===== src/rtl/booth_mul_arbiter.sv =====
// Round-robin arbiter sharing one 4x4 signed booth multiplier among NREQ requesters,
// with operand hold during the multiply and a watchdog that aborts a stuck operation.
module booth_mul_arbiter #(
   parameter int NREQ    = 4,
   parameter int TIMEOUT = 16
) (
   input  logic                clk,
   input  logic                rst,
   input  logic [NREQ-1:0]     req_valid,
   input  logic [4*NREQ-1:0]   req_x,
   input  logic [4*NREQ-1:0]   req_y,
   output logic [NREQ-1:0]     req_ready,
   output logic [NREQ-1:0]     resp_valid,
   output logic [7:0]          resp_z,
   output logic                resp_err,
   output logic                busy,
   output logic                err_timeout,
   input  logic                err_clr,
   output logic                mul_start,
   output logic [3:0]          mul_x,
   output logic [3:0]          mul_y,
   input  logic                mul_valid,
   input  logic [7:0]          mul_z
);

   localparam int GW = (NREQ > 1) ? $clog2(NREQ) : 1;

   typedef enum logic [1:0] {IDLE, ISSUE, WAIT} state_t;

   state_t          state;
   logic [GW-1:0]   last_grant;
   logic [GW-1:0]   gnt;
   logic            found;
   logic [4:0]      timer;

   // Scan from the requester after the last winner, wrapping around.
   always_comb begin
      int j;
      j     = 0;
      found = 1'b0;
      gnt   = '0;
      for (int k = 1; k <= NREQ; k++) begin
         j = int'(last_grant) + k;
         if (j >= NREQ) j = j - NREQ;
         if (!found && req_valid[j]) begin
            found = 1'b1;
            gnt   = GW'(j);
         end
      end
   end

   always_comb begin
      req_ready = '0;
      if (state == IDLE && found) req_ready[gnt] = 1'b1;
   end

   assign busy = (state != IDLE);

   always_ff @(posedge clk or negedge rst) begin
      if (!rst) begin
         state       <= IDLE;
         last_grant  <= GW'(NREQ - 1);
         timer       <= '0;
         resp_valid  <= '0;
         resp_z      <= '0;
         resp_err    <= 1'b0;
         err_timeout <= 1'b0;
         mul_start   <= 1'b0;
         mul_x       <= '0;
         mul_y       <= '0;
      end else begin
         resp_valid <= '0;
         resp_err   <= 1'b0;
         // A timeout later in this block overrides the clear.
         if (err_clr) err_timeout <= 1'b0;
         case (state)
            IDLE: begin
               if (found) begin
                  mul_x      <= req_x[4*int'(gnt) +: 4];
                  mul_y      <= req_y[4*int'(gnt) +: 4];
                  last_grant <= gnt;
                  mul_start  <= 1'b1;
                  state      <= ISSUE;
               end
            end
            ISSUE: begin
               mul_start <= 1'b0;
               timer     <= '0;
               state     <= WAIT;
            end
            WAIT: begin
               // mul_x/mul_y stay untouched: the multiplier re-reads X every iteration.
               if (mul_valid) begin
                  resp_z                 <= mul_z;
                  resp_valid[last_grant] <= 1'b1;
                  state                  <= IDLE;
               end else if (timer == 5'(TIMEOUT - 1)) begin
                  resp_z                 <= '0;
                  resp_valid[last_grant] <= 1'b1;
                  resp_err               <= 1'b1;
                  err_timeout            <= 1'b1;
                  state                  <= IDLE;
               end else begin
                  timer <= timer + 5'd1;
               end
            end
            default: state <= IDLE;
         endcase
      end
   end

endmodule


===== config.mk =====
export PLATFORM = sky130hd
export DESIGN_NAME = booth_mul_arbiter
export DESIGN_NICKNAME = d
export VERILOG_FILES = /design/src/rtl/booth_mul_arbiter.sv
export SDC_FILE = /design/constraint.sdc
export NUM_CORES = 1
export LEC_CHECK = 0
export CORE_MARGIN = 8
export CORE_UTILIZATION = 44
export CTS_CLUSTER_SIZE = 25
export DETAILED_ROUTE_END_ITERATION = 7
export HOLD_SLACK_MARGIN = 0.15
export PLACE_DENSITY_LB_ADDON = 0.15
export SYNTH_ARGS = -nofsm -noshare
export SYNTH_HDL_FRONTEND = slang
export SYNTH_SLANG_ARGS = --single-unit

===== constraint.sdc =====
create_clock -name clk -period 3.4 [get_ports clk]
set_input_delay 0.68 -clock clk [delete_from_list [all_inputs] [get_ports clk]]
set_output_delay 0.68 -clock clk [all_outputs]
set_load 0.05 [all_outputs]

==> impl_metrics.ini <==
[die]
core-area_um2 = 4350
ios = 76
core.rowCount = 24
die-area_um2 = 6910
chipWidth_um = 83.2
initial_utilization_pct = 45.6
die_h_um = 83.2

[worst_setup_path]
critPathMaxFanout = 12
path_buf_inv = 2
cp-end-kind = primary output
required_ns = 2.72
path_cells = inv_1 -> ha_1 -> mux2i_1 -> o21ai_0 -> and4_1 -> nand2b_1 -> nor3_2 -> buf_12
start_kind = flip-flop
crit_slowest_cell = dfstp_2
crit_path_max_incr_delay_ns = 0.66
cpLargestDelayFamily = simple AND/OR/NAND/NOR gates
critPathKind = flip-flop to primary output
cp_data_arrival_time_ns = 2.58

[sta]
hold_ws_ns = 0.482
fin_crit_ns = 3.26
drv_slew = 0
tns_ns = 0
slew_headroom_pct = 62.7
max_freq_mhz = 307
final_hold_viol_count = 0
tightest_slew_ns = 0.556
setup_viol = 0
fin_crit_sh_pct = 96.0
skew_ns = 0.00195
rsz0062_at_grt = false

[pwr]
power_density_nw_per_um2 = 973
p_leak_nw = 1.23
vdd_ir_drop_max_mv = 1.24

[clocking]
cts_root_buf = clkbuf_8
cts_tree = done
cts_max_level = 2
clock_sinks = 32
numCtsBuffers = 5
insertion_delay_ns = 0.27
clockBufferDepth = 2
path_clk_slew_ns = 0.06

[cells_and_area]
antenna_cells = 0
mostFrequentLayoutCells = clkdlybuf4s50_1 (69), dfrtp_1 (30), nor2_1 (17)
area_delta_synth_final_pct = 47.1
drive_above_1_share_pct = 17.2
layout_commonest_cell = clkdlybuf4s50_1
nets = 321

[place]
dpl.hpwl_um = 4110
place.gp.congestion = 0.782
portBuffers = 75

[route]
ant_nets = 0
via_per_inst = 5.35
drc = 0
wl_per_cell_um = 16.1
num_vias = 1712
drt_wl_total_um = 5140
drt_iter0_markers = 45
drtPass1Iterations = 4

[synth]
seq_area_frac_synth_pct = 40.5
synth_nets = 244
netlist_area_um2 = 1980
ys_seq_elements = 32
syn_area_per_cell_um2 = 10.4
synth_warnings = 0
netlist_instances = 190
synth_edf_count = 0
synth.area.top_cells = dfrtp_1 (38%), a221oi_2 (5.3%), a211oi_2 (5.0%)
yosysUniqueCellTypes = 46
synth_top_cell_by_area = dfrtp_1
synth_top_area_share_pct = 37.8
async_reset_ff_share_pct = 100
synth_ff_type = dfrtp_1

[global_route]
grt_pass1_vias = 1690
grt_max_degree = 33
grt_pass1_wl_um = 8320
antenna_found_initial = 0
overflow = 0
track_usage_pct = 14.4

[status]
status = complete, no violations

[flow_run]
maxCapViolCount = 0

[min_path]
hold_class = flip-flop to flip-flop
synth_stat cells (4+ instances only):
master	instances
inv_1	4
a211oi_2	8
a22o_1	8
nand2b_1	4
nand2_1	10
and2_1	15
dfrtp_1	30
clkbuf_1	4
o21ai_0	7
a221oi_2	7
nor3_1	6
nor2_1	17
mux2i_1	10
buf_2	5
ha_1	6
o21ai_1	4
a21oi_1	4
worst register-to-register path, stage by stage, from the launching register on:
cell and delay, ns:
dfstp_2 0.66, inv_1 0.13, ha_1 0.39, mux2i_1 0.19
o21ai_0 0.10, and4_1 0.24, nand2b_1 0.21, buf_4 0.18
nor2_2 0.37, a211oi_2 0.14
repair_timing:
| action | CTS | global route |
|---|---|---|
| gates resized for setup | 0 | 3 |
| setup buffers | 0 | 0 |
| endpoints found under the hold margin | 0 | 0 |
| hold buffers | 0 | 0 |
| setup endpoints to repair | 0 | 4 |
logic make-up after synthesis:
group,after synthesis,share of synthesized area [%]
and+or+nand+nor,68,18.3
DFF,32,40.5
buffers and inverters,17,4.66
AOI/OAI and AO/OA,55,26.5
adders and majority gates,6,3.78
muxes,12,6.18
metrics by stage:
stage	util [%]	total power [W]	instance area, um2	cells	worst slack, ns
2_1_floorplan	-	0.00201	1990	190	0.131
6_report	67.0	0.00284	2920	320	0.138
3_3_place_gp	65.0	0.00256	2830	312	0.0886
5_1_grt	67.0	0.00300	2920	320	0.00270
3_5_place_dp	65.0	0.00258	2830	312	0.0519
4_1_cts	66.8	0.00286	2910	320	0.0436
path summary, 6_finish.rpt:
path,slack (ns),cells after the start,from,to
worst max-delay path,0.14,8,last_grant[1],req_ready[3]
worst min-delay path,0.48,2,timer[4],timer[4]
worst max register to register,0.65,9,last_grant[1],mul_y[1]
worst min register to register,0.48,2,timer[4],timer[4]
max in group asynchronous,2.27,2,rst,last_grant[1]
min in group asynchronous,0.81,2,rst,timer[3]
metal layers:
| layer | wire length (um) | share of wire (%) | track usage (%) |
|---|---|---|---|
| met5 | 0 | 0 | 0 |
| met2 | 2640 | 51 | 24.5 |
| met4 | 54 | 1.1 | 5.27 |
| met1 | 2160 | 42 | 16.7 |
| met3 | 289 | 5.6 | 4.10 |
sequential cells by signal (all words and copies together), names as in the netlist:
register	cells
err_timeout	1
last_grant	2
mul_start	1
mul_x	4
mul_y	4
resp_err	1
resp_valid	4
resp_z	8
state	2
timer	5
area by class of cell:
type	instances	area, um2
well taps	52	65.1
repair buffers	82	848
flip-flops and latches	32	807
multi-input cells	141	1100
clock inverters	1	5.00
inverters	5	18.8
fillers	367	1440
clock buffers	7	76.3
power breakdown:
group          total [W]  leakage, nW  internal (W)  switching, W
logic            0.00189        0.792      0.000758       0.00113
clock network   0.000272       0.0422      0.000143      0.000129
registers       0.000681        0.398      0.000538      0.000144
Power figures use the tool's default switching activity.
